--- src/rtl/bp_cfg_sequencer.sv ---
// Boot-time configuration master: walks every tile of the core-complex mesh writing
// freeze/id/coordinate registers, fences, then unfreezes every tile under a credit limit.
module bp_cfg_sequencer #(
  parameter int cc_x_dim_p        = 2,
  parameter int cc_y_dim_p        = 2,
  parameter int cfg_addr_width_p  = 16,
  parameter int cfg_data_width_p  = 64,
  parameter int max_outstanding_p = 4,
  parameter int x_cord_width_p    = (cc_x_dim_p > 1) ? $clog2(cc_x_dim_p) : 1,
  parameter int y_cord_width_p    = (cc_y_dim_p > 1) ? $clog2(cc_y_dim_p) : 1
) (
  input  logic                        clk_i,
  input  logic                        reset_i,
  input  logic                        start_i,
  output logic                        cfg_v_o,
  input  logic                        cfg_ready_i,
  output logic [x_cord_width_p-1:0]   cfg_x_o,
  output logic [y_cord_width_p-1:0]   cfg_y_o,
  output logic [cfg_addr_width_p-1:0] cfg_addr_o,
  output logic [cfg_data_width_p-1:0] cfg_data_o,
  input  logic                        ack_v_i,
  output logic                        busy_o,
  output logic                        done_o,
  output logic                        err_o
);

  localparam int cnt_width_lp = $clog2(max_outstanding_p + 1);

  typedef enum logic [2:0] {
    IDLE     = 3'd0,
    CFG      = 3'd1,
    FENCE    = 3'd2,
    UNFREEZE = 3'd3,
    DRAIN    = 3'd4,
    DONE     = 3'd5
  } state_e;

  state_e                      state_reg, state_next;
  logic [x_cord_width_p-1:0]   x_reg, x_next;
  logic [y_cord_width_p-1:0]   y_reg, y_next;
  logic [1:0]                  idx_reg, idx_next;
  logic [cnt_width_lp-1:0]     outstanding_reg, outstanding_next;
  logic                        err_reg, err_next;
  logic [cfg_addr_width_p-1:0] addr_reg, addr_next;
  logic [cfg_data_width_p-1:0] data_reg, data_next;

  logic issue_en;
  logic handshake;
  logic last_x, last_y;

  always_ff @(posedge clk_i) begin
    if (reset_i) begin
      state_reg       <= IDLE;
      x_reg           <= '0;
      y_reg           <= '0;
      idx_reg         <= '0;
      outstanding_reg <= '0;
      err_reg         <= 1'b0;
      addr_reg        <= '0;
      data_reg        <= '0;
    end else begin
      state_reg       <= state_next;
      x_reg           <= x_next;
      y_reg           <= y_next;
      idx_reg         <= idx_next;
      outstanding_reg <= outstanding_next;
      err_reg         <= err_next;
      addr_reg        <= addr_next;
      data_reg        <= data_next;
    end
  end

  always_comb begin
    state_next       = state_reg;
    x_next           = x_reg;
    y_next           = y_reg;
    idx_next         = idx_reg;
    outstanding_next = outstanding_reg;
    err_next         = err_reg;
    addr_next        = '0;
    data_next        = '0;

    issue_en  = ((state_reg == CFG) || (state_reg == UNFREEZE)) &&
                (outstanding_reg < cnt_width_lp'(max_outstanding_p));
    handshake = issue_en & cfg_ready_i;
    last_x    = (x_reg == x_cord_width_p'(cc_x_dim_p - 1));
    last_y    = (y_reg == y_cord_width_p'(cc_y_dim_p - 1));

    case (state_reg)
      IDLE, DONE: begin
        if (start_i) begin
          state_next = CFG;
          x_next     = '0;
          y_next     = '0;
          idx_next   = '0;
          if (state_reg == DONE) err_next = 1'b0;
        end
      end
      CFG: begin
        if (handshake) begin
          if (idx_reg != 2'd2) begin
            idx_next = idx_reg + 2'd1;
          end else begin
            idx_next = '0;
            if (!last_x) begin
              x_next = x_reg + x_cord_width_p'(1);
            end else begin
              x_next = '0;
              if (!last_y) begin
                y_next = y_reg + y_cord_width_p'(1);
              end else begin
                y_next     = '0;
                state_next = FENCE;
              end
            end
          end
        end
      end
      FENCE: begin
        if (outstanding_reg == '0) begin
          state_next = UNFREEZE;
          x_next     = '0;
          y_next     = '0;
        end
      end
      UNFREEZE: begin
        if (handshake) begin
          if (!last_x) begin
            x_next = x_reg + x_cord_width_p'(1);
          end else begin
            x_next = '0;
            if (!last_y) begin
              y_next = y_reg + y_cord_width_p'(1);
            end else begin
              y_next     = '0;
              state_next = DRAIN;
            end
          end
        end
      end
      DRAIN: begin
        if (outstanding_reg == '0) state_next = DONE;
      end
      default: state_next = IDLE;
    endcase

    // An ack with nothing outstanding is a protocol error; the counter must not wrap.
    case ({handshake, ack_v_i})
      2'b10: outstanding_next = outstanding_reg + cnt_width_lp'(1);
      2'b01: begin
        if (outstanding_reg == '0) err_next = 1'b1;
        else outstanding_next = outstanding_reg - cnt_width_lp'(1);
      end
      default: outstanding_next = outstanding_reg;
    endcase

    // Payload is precomputed from the next indices so the outputs come straight from flops.
    if (state_next == CFG) begin
      case (idx_next)
        2'd0: begin
          addr_next = cfg_addr_width_p'(16'h0000);
          data_next = cfg_data_width_p'(1);
        end
        2'd1: begin
          addr_next = cfg_addr_width_p'(16'h0008);
          data_next = cfg_data_width_p'(y_next) * cfg_data_width_p'(cc_x_dim_p) +
                      cfg_data_width_p'(x_next);
        end
        default: begin
          addr_next = cfg_addr_width_p'(16'h0010);
          data_next = cfg_data_width_p'({y_next, x_next});
        end
      endcase
    end
  end

  assign cfg_v_o    = issue_en;
  assign cfg_x_o    = x_reg;
  assign cfg_y_o    = y_reg;
  assign cfg_addr_o = addr_reg;
  assign cfg_data_o = data_reg;
  assign busy_o     = (state_reg == CFG) || (state_reg == FENCE) ||
                      (state_reg == UNFREEZE) || (state_reg == DRAIN);
  assign done_o     = (state_reg == DONE);
  assign err_o      = err_reg;

endmodule

--- config.mk ---
export PLATFORM = sky130hd
export DESIGN_NAME = bp_cfg_sequencer
export DESIGN_NICKNAME = d
export VERILOG_FILES = /design/src/rtl/bp_cfg_sequencer.sv
export SDC_FILE = /design/constraint.sdc
export NUM_CORES = 1
export LEC_CHECK = 0
export CAP_MARGIN = 20
export CORE_MARGIN = 3
export CORE_UTILIZATION = 40
export DETAILED_ROUTE_END_ITERATION = 8
export GPL_TIMING_DRIVEN = 1
export PLACE_DENSITY_LB_ADDON = 0.2
export REMOVE_ABC_BUFFERS = 1
export SYNTH_ARGS = -nofsm -noshare
export SYNTH_HDL_FRONTEND = slang
export SYNTH_SLANG_ARGS = --single-unit
--- constraint.sdc ---
create_clock -name clk_i -period 4.5 [get_ports clk_i]
set_input_delay 1.35 -clock clk_i [delete_from_list [all_inputs] [get_ports clk_i]]
set_output_delay 1.35 -clock clk_i [all_outputs]
set_load 0.03 [all_outputs]
Word-level counts from Yosys, hierarchy flattened
Index checks and enable logic that the tools add are counted.
{ "op_classes": {"add_sub_neg": 6, "magnitude_cmp": 1, "eq_ne": 11, "n_mux": 39, "n_bitwise": 2, "reduce_logical": 12} }
{ "op_table": {"columns": ["op", "n"], "rows": [
  ["$mux 3", 11],
  ["$mux 1", 18],
  ["$pmux 3 s5", 1],
  ["$pmux 3 s2", 2],
  ["$pmux 5 s2", 1],
  ["$pmux 1 s4", 2],
  ["$eq 3x1->1 const B", 2],
  ["$eq 3x2->1 const B", 2],
  ["$eq 3x3->1 const B", 2],
  ["$logic_not 3->1", 2],
  ["$mux 2", 3],
  ["$eq 2x1->1 const B", 2],
  ["$logic_or 1x1->1", 4],
  ["$ne 2x2->1 const B", 2],
  ["$pmux 2 s2", 1],
  ["$reduce_or 2->1", 2],
  ["$add 2x1->3", 1],
  ["$add 3x1->3 const B", 1],
  ["$lt 3x3->1 const B", 1],
  ["$sub 3x1->3 const B", 1],
  ["$add 1x1->1 const B", 2],
  ["$add 2x1->2 const B", 1],
  ["$eq 2x2->1 const B", 1],
  ["$logic_not 2->1", 1],
  ["other kinds (5)", 5]
]} }
{ "word_totals": {"regBits": 91, "in_bits": 5, "output_inout_bits": 86, "wordCells": 79} }

Depth between registers and ports, before layout
Gate-level depths: netlist of the first run.
{ "logic_depth": {"word_depth": 9, "ltp_mapped": 8} }

Worst setup path before layout of the first run
Ideal clock, no wire load.
{ "synth_timing": {"kind": "input to register", "from": "input cfg_ready_i", "to": "register outstanding_reg[2]", "arrival_ns": 2.646, "t_required_ns": 4.435, "path_slack_ns": 1.789, "path_stages": 8, "n_path_buf": 1, "path_cell_list": "nand4bb_1 > buf_2 > nand2_1 > fa_1 > or3_1 > a21oi_1 > a21oi_1 > nor2_1"} }
{ "synth_via": {"elab_chain_len": 4} }
{ "synth_lines": {"columns": ["item", "line", "rtl"], "rows": [
  ["start, declared", "16", "input logic cfg_ready_i,"],
  ["$and 1x1->1 (*)", "85", "handshake = issue_en & cfg_ready_i;"],
  ["$eq 2x1->1 / $eq 2x2->1 (equally long branches)", "148", "case ({handshake, ack_v_i})"],
  ["$ne 2x2->1 (no source line) / $reduce_bool 2->1 (equally long branches)", null, null],
  ["$reduce_and 2->1 (no source line)", null, null],
  ["end signal, assigned", "66", "outstanding_reg <= outstanding_next;"],
  ["end, declared", "42", "logic [cnt_width_lp-1:0] outstanding_reg, outstanding_next;"]
]} }
Mark *: on every way between the ends. The rest lies on a longest branch, timed or not.
A chain may end at the register's enable or synchronous reset.

Final worst setup path of the first run
{ "layout_timing": {"from": "register state_reg[1]", "to": "output busy_o"} }
{ "layout_via": {"elab_chain_len": 4} }
{ "layout_lines": {"columns": ["item", "line", "rtl"], "rows": [
  ["start, declared", "38", "state_e state_reg, state_next;"],
  ["start signal, assigned", "62", "state_reg <= state_next;"],
  ["$eq 3x1->1 / $eq 3x2->1 (equally long branches)", "182", "assign busy_o = (state_reg == CFG) || (state_reg == FENCE) ||"],
  ["$logic_or 1x1->1 (2 in a row)", "182", null],
  ["$logic_or 1x1->1 (*)", "183", "(state_reg == UNFREEZE) || (state_reg == DRAIN);"],
  ["end, declared", "22", "output logic busy_o,"]
]} }
Marked as above.

==> run metrics, run 1 <==
Max-Cap Viols=0; Worst-Margin Slew=646 ps; DR top layer=met3; crit path setup slack, layout=1220 ps; Worst Hold Launch=err_o; Critical Path RT=3150 ps; synthesis-to-finish area growth=-6.40%; Worst Setup SP=state_reg[1]; outcome=finished, final reports clean; 1st-pass router iterations=4; first-pass GRT wire length=3780 um; clock sink count=15; grt total ovfl=0; largest net degree at the start of global routing=22; WL met1=1080 um; syn avg cell area=7.88 um^2; ANT nets after route=0; Max FO, Critical Path=21; Synthesis Warnings=0; die width=66.5 um; Die ar.=4420 um^2; Hold WC Path Type=flop to flop; clk buf depth=2; floorplan row count=21; core area=3440 um^2; IO Pins=91; post-cts sizing count=0; Wirelength per Cell=10.1 um; Post-CTS Setup Bufs=0; setup TNS=0 ps; Setup WS pre-CTS=1120 ps; total track usage=10.9%; met3 wire len=194 um; final hold violation count=0; Slew Limit Headroom=56.8%; crit path launch type=flop; port bufs=14; max-slew violations=0; Synth Flop Type=dfxtp_1; synth unique cells=43; number of flops mapped to enable cells by yosys=0; number of global-route vias before repair=799; Fmax achieved=305 MHz; Final Critical Period=3280 ps; Remaining DRCs=0; CTS H-tree lvls=1; CTS Buf Count=3; Initial Util=42.6%; Pwr per Cell Area=370 nW/um^2; most frequent cells in the layout=conb_1, nor2_1, dfxtp_1, clkdlybuf4s50_1, a21oi_1; dpl hpwl=1940 um; endpoints failing setup=0; Crit path arrival time=1930 ps; Synth Instances=186; critical path type=flop to output pin; Clock Skew=4.70 ps; commonest non-fill, non-tap cell in the layout=conb_1; top cell type by total area after synthesis=buf_4; Post-CTS Hold Buffers=0; Worst setup EP type=output pin; peak supply drop=0.000182 V; clock transition at the registers of the reported paths=60 ps; CTS tree=done; antenna violations before repair=0; register area share after synthesis=20.5%; via count=982; RSZ-0062 raised after global routing=false; asr flop ratio synth=0%; routed vias/inst=4.04; diode count=0; worst r2r src=state_reg[2]; wire length on met2=1180 um; Post-Syn Area=1470 um^2; Yosys top cell area share=38.9%; share of cells above drive strength 1=4.06%; Placer Congestion=0.791; main area contributors after synthesis=buf_4, dfxtp_1, nor2_1; synthesis-stage register bit count=15; DIE HEIGHT=66.5 um; Root Buffer=clkbuf_8; final net count=204; Clock Latency Late Sink=240 ps; total power=507 uW; Leakage Power=0.000604 uW; Starting DRT DRC Count=53; fin crit share=72.9%; final WL=2450 um
[where the power goes]
| group | internal (uW) | switching, uW | leakage (uW) |
|---|---|---|---|
| clock | 62.6 | 45.8 | 0.0000228 |
| combinational | 66.2 | 161 | 0.000458 |
| sequential | 151 | 20.5 | 0.000123 |
| total | 280 | 227 | 0.000604 |
[cell families after synthesis]
group	count (synthesis)	share of synthesized area (%)
DFF	15	20.5
and+or+nand+nor	55	21.0
adders and majority gates	2	2.05
AOI/OAI and AO/OA	24	11.2
buffers and inverters	86	43.2
xor gates and xnor gates	3	1.79
other	1	0.256
[synthesized netlist by cell type, types with 2 or more instances]
| cell | count |
|---|---|
| a211oi_1 | 2 |
| a21oi_1 | 10 |
| buf_2 | 2 |
| buf_4 | 76 |
| buf_6 | 3 |
| dfxtp_1 | 15 |
| inv_1 | 3 |
| nand2_1 | 8 |
| nand2b_1 | 3 |
| nand3_1 | 2 |
| nand3b_1 | 2 |
| nand4_1 | 3 |
| nand4b_1 | 2 |
| nand4bb_1 | 2 |
| nor2_1 | 15 |
| nor2b_1 | 4 |
| nor3_1 | 5 |
| or3_1 | 2 |
| xnor2_1 | 3 |
[cell type report]
| class | instances | area [um^2] |
|---|---|---|
| timing repair buffer | 14 | 140 |
| clock buffer | 4 | 45.0 |
| fill | 390 | 2070 |
| tap | 46 | 57.6 |
| sequential | 15 | 300 |
| inverter | 4 | 15.0 |
| multi-input combinational | 160 | 813 |
[critical path, cell delays in order, from the launching register on]
cell             delay [ps]
dfxtp_1                 730
nor2_1                  110
xnor2_1                 160
clkdlybuf4s50_1         690
[routing by layer]
layer	vias to the layer above	track usage, %
met3	0	3.04
met4	0	1.52
met2	45	16.2
met1	442	15.9
li1	495	-
met5	-	0
[metrics by stage]
step	cells	hold slack (ps)	area (um^2)	utilization, %
2_1_floorplan	179	499	1130	-
3_3_place_gp	239	475	1330	38.5
3_5_place_dp	239	485	1330	38.5
4_1_cts	243	500	1370	39.8
5_1_grt	243	520	1370	39.8
6_report	243	487	1370	39.8
[final timing paths]
kind	end	slack, ps	depth (start not counted)
worst max-delay path	busy_o	1220	3
worst max register to register	outstanding_reg[2]	2140	7
worst min register to register	err_o	490	2
worst min-delay path	err_o	490	2
(Power assumes the default switching activity.)
==> inputs of run 2 (changes only) <==
--- a/config.mk
+++ b/config.mk
@@ -7,7 +7,7 @@
 export LEC_CHECK = 0
 export CAP_MARGIN = 20
 export CORE_MARGIN = 3
-export CORE_UTILIZATION = 40
+export CORE_UTILIZATION = 37
 export DETAILED_ROUTE_END_ITERATION = 8
 export GPL_TIMING_DRIVEN = 1
 export PLACE_DENSITY_LB_ADDON = 0.2
==> constraint.sdc (replaced) <==
create_clock -name clk_i -period 3.3 [get_ports clk_i]
set_input_delay 0.99 -clock clk_i [delete_from_list [all_inputs] [get_ports clk_i]]
set_output_delay 0.99 -clock clk_i [all_outputs]
set_load 0.03 [all_outputs]
==> run 2 against run 1 <==
Global-route usage shrank 0.30 points; via count grew 2.1%; largest power group unchanged; critical path type unchanged; worst hold slack gained 17 ps.
==> run metrics, run 2 (same netlist as run 1, synthesis figures left out) <==
filler instances=422 (was 390); Max FO, Critical Path=17 (was 21); CTS tree=done (unchanged); synthesis-to-finish area growth=-4.70% (was -6.40%); die width=68.9 um (was 66.5 um); Crit path arrival time=1960 ps (was 1930 ps); ANT nets after route=0 (unchanged); largest net degree at the start of global routing=21 (was 22); via count=1003 (was 982); core area=3740 um^2 (was 3440 um^2); commonest non-fill, non-tap cell in the layout=conb_1 (unchanged); Post-CTS Hold Buffers=0 (unchanged); Setup WS pre-CTS=561 ps (was 1120 ps); most frequent cells in the layout=conb_1, nor2_1, dfxtp_1, clkdlybuf4s50_1, a21oi_1 (unchanged); RSZ-0062 raised after global routing=false (unchanged); Critical Path RT=2310 ps (was 3150 ps); IO Pins=91 (unchanged); crit path setup slack, layout=351 ps (was 1220 ps); Pwr per Cell Area=499 nW/um^2 (was 370 nW/um^2); port bufs=14 (unchanged); grt total ovfl=0 (unchanged); peak supply drop=0.000157 V (was 0.000182 V); Worst-Margin Slew=504 ps (was 646 ps); routed vias/inst=4.04 (about the same); Hold WC Path Type=flop to flop (unchanged); Final Critical Period=2950 ps; Layout Utilization=37.3% (was 39.8%); Worst setup EP type=output pin (unchanged); Leakage Power=0.000618 uW (was 0.000604 uW); clk buf depth=2 (unchanged); Clock Skew=0.513 ps (was 4.70 ps); post-cts sizing count=0 (unchanged); first-pass GRT wire length=3770 um (was 3780 um); Post-CTS Setup Bufs=0 (unchanged); floorplan row count=22 (was 21); clock transition at the registers of the reported paths=60 ps (about the same); final net count=207 (was 204); final WL=2480 um (was 2450 um); Remaining DRCs=0 (unchanged); Starting DRT DRC Count=48 (was 53); Fmax achieved=339 MHz; number of global-route vias before repair=839 (was 799); critical path type=flop to output pin (unchanged); Slew Limit Headroom=66.3% (was 56.8%); Root Buffer=clkbuf_8 (unchanged); CTS H-tree lvls=1 (unchanged); placed inst area=1350 um^2 (was 1330 um^2); crit path launch type=flop (unchanged); CTS Buf Count=3 (unchanged); Clock Latency Late Sink=240 ps (about the same); Placer Congestion=0.788 (was 0.791); final hold violation count=0 (unchanged); Initial Util=39.1% (was 42.6%); final instance area=1400 um^2 (was 1370 um^2); fin crit share=89.4%; Die ar.=4750 um^2 (was 4420 um^2); diode count=0 (unchanged); 1st-pass router iterations=4 (unchanged); total track usage=10.6% (was 10.9%); setup TNS=0 ps (unchanged); outcome=finished, final reports clean (unchanged); clock sink count=15 (unchanged); antenna violations before repair=0 (unchanged); Wirelength per Cell=10.0 um (was 10.1 um); dpl hpwl=1930 um (was 1940 um); max-slew violations=0 (unchanged); share of cells above drive strength 1=5.50% (was 4.06%); Max-Cap Viols=0 (unchanged); endpoints failing setup=0 (unchanged); DIE HEIGHT=68.9 um (was 66.5 um)
run 2: cell count changes in the layout (fill, tap and decap cells not counted):
cell / before / now
buf_4: 0 / 3
run 2: per-stage QoR:
step	cells	hold slack, ps	power (uW)
CTS	248	503	702
detailed placement	244	488	549
global placement	244	487	549
global route	248	558	749
finish	248	505	697
floorplan	179	499	486
run 2: path summary, 6_finish.rpt:
| path | cells past startpoint | to | startpoint | slack (ps) |
|---|---|---|---|---|
| setup reg to reg | 7 | outstanding_reg[2] | state_reg[2] | 1300 |
| hold / removal | 2 | err_o | err_o | 500 |
| setup / recovery | 3 | cfg_v_o | state_reg[0] | 350 |
| hold reg to reg | 2 | err_o | err_o | 500 |
run 2: per-layer routing:
metal | wire (um) | vias up | global-route usage (%) | share of wire [%]
met5 | 0 | - | 0 | 0
met4 | 17 | 0 | 3.65 | 0.68
met3 | 293 | 2 | 3.89 | 12
met2 | 1110 | 57 | 16.5 | 45
met1 | 1070 | 446 | 13.5 | 43
li1 | - | 498 | - | -
run 2: worst max-delay path, cell delays in order (launching register included):
cell	delay [ps]
dfxtp_1	630
nand2_1	220
nor2_1	170
clkdlybuf4s50_1	690
run 2: power by group:
group / leakage [uW] / internal [uW] / switching [uW] / total (uW)
Clock: 0.0000228 / 85.5 / 64.3 / 150
Combinational: 0.000473 / 92.0 / 220 / 312
Sequential: 0.000123 / 206 / 29.5 / 235
Total: 0.000618 / 383 / 314 / 697
run 2: area by class of cell:
type                       instances  area [um^2]  share of cell area (%)
clock buffer                       4         45.0                    3.23
inverter                           4         15.0                    1.08
multi-input combinational        160          813                    58.2
sequential                        15          300                    21.5
tap                               48         60.1                    4.30
timing repair buffer              17          163                    11.6
==> inputs of run 3 (changes only) <==
--- a/config.mk
+++ b/config.mk
@@ -6,8 +6,8 @@
 export NUM_CORES = 1
 export LEC_CHECK = 0
 export CAP_MARGIN = 20
-export CORE_MARGIN = 3
-export CORE_UTILIZATION = 37
+export CORE_MARGIN = 2
+export CORE_UTILIZATION = 40
 export DETAILED_ROUTE_END_ITERATION = 8
 export GPL_TIMING_DRIVEN = 1
 export PLACE_DENSITY_LB_ADDON = 0.2
==> constraint.sdc (replaced) <==
create_clock -name clk_i -period 3.58 [get_ports clk_i]
set_input_delay 1.074 -clock clk_i [delete_from_list [all_inputs] [get_ports clk_i]]
set_output_delay 1.074 -clock clk_i [all_outputs]
set_load 0.03 [all_outputs]
==> run 3 against run 2 <==
Sequential power decreased by 8.5%; critical path depth unchanged; worst setup slack improved by 210 ps; total power decreased by 14%; worst hold slack got worse by 8.5 ps; routed wire length decreased by 3.5%; clock power decreased by 35%; non-clock buffer count unchanged; global-route usage increased by 0.28 points.
==> run metrics, run 3 (same netlist as run 1, synthesis figures left out) <==
outcome=finished, final reports clean (unchanged); Post-CTS Hold Buffers=0 (unchanged); dpl hpwl=1850 um (was 1930 um); commonest non-fill, non-tap cell in the layout=conb_1 (unchanged); R2R Path End=outstanding_reg[2] (unchanged); Final Critical Period=3020 ps; share of cells above drive strength 1=5.50% (unchanged); critical path type=flop to output pin (unchanged); worst r2r path cells=8 (was 7); synthesis-to-finish area growth=-6.15% (was -4.70%); placed cell count=242 (was 244); Post-CTS Setup Bufs=0 (unchanged); Power Internal=318 uW (was 383 uW); Starting DRT DRC Count=17 (was 48); Clock Latency Late Sink=280 ps (was 240 ps); Pwr per Cell Area=437 nW/um^2 (was 499 nW/um^2); CTS H-tree lvls=1 (unchanged); Remaining DRCs=0 (unchanged); max-slew violations=0 (unchanged); Worst setup EP type=output pin (unchanged); fin crit share=84.3%; endpoints failing setup=0 (unchanged); port bufs=14 (unchanged); Clock Skew=2.78 ps (was 0.513 ps); Worst Hold Launch=err_o (unchanged); Sequential Power Share=35.8% (was 33.7%); clock transition at the registers of the reported paths=90 ps (was 60 ps); Layout Utilization=40.3% (was 37.3%); diode count=0 (unchanged); clk buf depth=2 (unchanged); die width=64.5 um (was 68.9 um); clock sink count=15 (unchanged); Crit path arrival time=1940 ps (was 1960 ps); number of global-route vias before repair=769 (was 839); hold path depth=2 (unchanged); Critical Path RT=2510 ps (was 2310 ps); Max-Cap Viols=0 (unchanged); first-pass GRT wire length=3560 um (was 3770 um); post-cts sizing count=0 (unchanged); worst r2r src=state_reg[2] (unchanged); power share of the clock group=16.1% (was 21.5%); Hold Path Sink=err_o (unchanged); IO Pins=91 (unchanged); worst hold slack=496 ps (was 505 ps); routed vias/inst=3.99 (was 4.04); DIE HEIGHT=64.5 um (was 68.9 um); final hold violation count=0 (unchanged); largest net degree at the start of global routing=18 (was 21); Initial Util=42.9% (was 39.1%); Fmax achieved=331 MHz; Worst R2R Setup Slack=1410 ps (was 1300 ps); RSZ-0062 raised after global routing=false (unchanged); Leakage Power=0.000611 uW (was 0.000618 uW); Placer Congestion=0.712 (was 0.788); switching power share of the total=47.1% (was 45.1%); Max FO, Critical Path=15 (was 17); NetSw=283 uW (was 314 uW); total track usage=10.9% (was 10.6%); 1st-pass router iterations=4 (unchanged); antenna violations before repair=0 (unchanged); setup TNS=0 ps (unchanged); Worst Setup SP=state_reg[2] (was state_reg[0]); Hold WC Path Type=flop to flop (unchanged); ANT nets after route=0 (unchanged); via count=982 (was 1003); Root Buffer=clkbuf_4 (was clkbuf_8); final WL=2400 um (was 2480 um); combinational share of power=48.1% (was 44.8%); most frequent cells in the layout=conb_1, nor2_1, dfxtp_1, clkdlybuf4s50_1, a21oi_1 (unchanged); crit path launch type=flop (unchanged); final net count=207 (unchanged); floorplan row count=21 (was 22); final non-filler cell total=246 (was 248); grt total ovfl=0 (unchanged); core area=3420 um^2 (was 3740 um^2); CTS tree=done (unchanged); peak supply drop=0.000215 V (was 0.000157 V); CTS Buf Count=3 (unchanged); Die ar.=4160 um^2 (was 4750 um^2); Wirelength per Cell=9.74 um (was 10.0 um)
[run 3: cell counts in the layout (fill, tap and decap cells not counted)]
No cell type changed its count.
[run 3: layout make-up]
type	instances	area, um^2
sequential	15	300
tap	46	57.6
fill	388	2040
multi-input combinational	160	813
inverter	4	15.0
timing repair buffer	17	163
clock buffer	4	26.3
[run 3: worst max-delay path, stage by stage (launching register included)]
cell and delay (ps):
dfxtp_1 630, inv_2 90, nor3b_1 230, clkdlybuf4s50_1 710
[run 3: power by group through the flow]
stage                     sequential, uW  clock, uW  combinational, uW
after floorplan                      226          0                222
after global placement               220          0                286
after detailed placement             220          0                286
after CTS                            215        105                288
after global routing                 219        111                314
final                                215       96.9                289
[run 3: routing by layer]
| metal | vias to the layer above | track usage (%) | routed length, um |
|---|---|---|---|
| met4 | 0 | 2.39 | 14 |
| met3 | 2 | 3.99 | 202 |
| met5 | - | 0 | 0 |
| met1 | 436 | 14.0 | 1060 |
| li1 | 500 | - | - |
| met2 | 44 | 17.4 | 1110 |
[run 3: worst max-delay path by stage]
stage and to:
2_1_floorplan outstanding_reg[2], 3_3_place_gp outstanding_reg[2], 3_5_place_dp outstanding_reg[2], 4_1_cts done_o, 5_1_grt done_o, 6_report done_o
[run 3: stage by stage]
stage | setup slack, ps | power, uW | cell area, um^2
after CTS | 530 | 608 | 1380
after global routing | 430 | 643 | 1380
final | 563 | 601 | 1380
after detailed placement | 621 | 505 | 1350
after floorplan | 1110 | 448 | 1130
after global placement | 655 | 505 | 1350
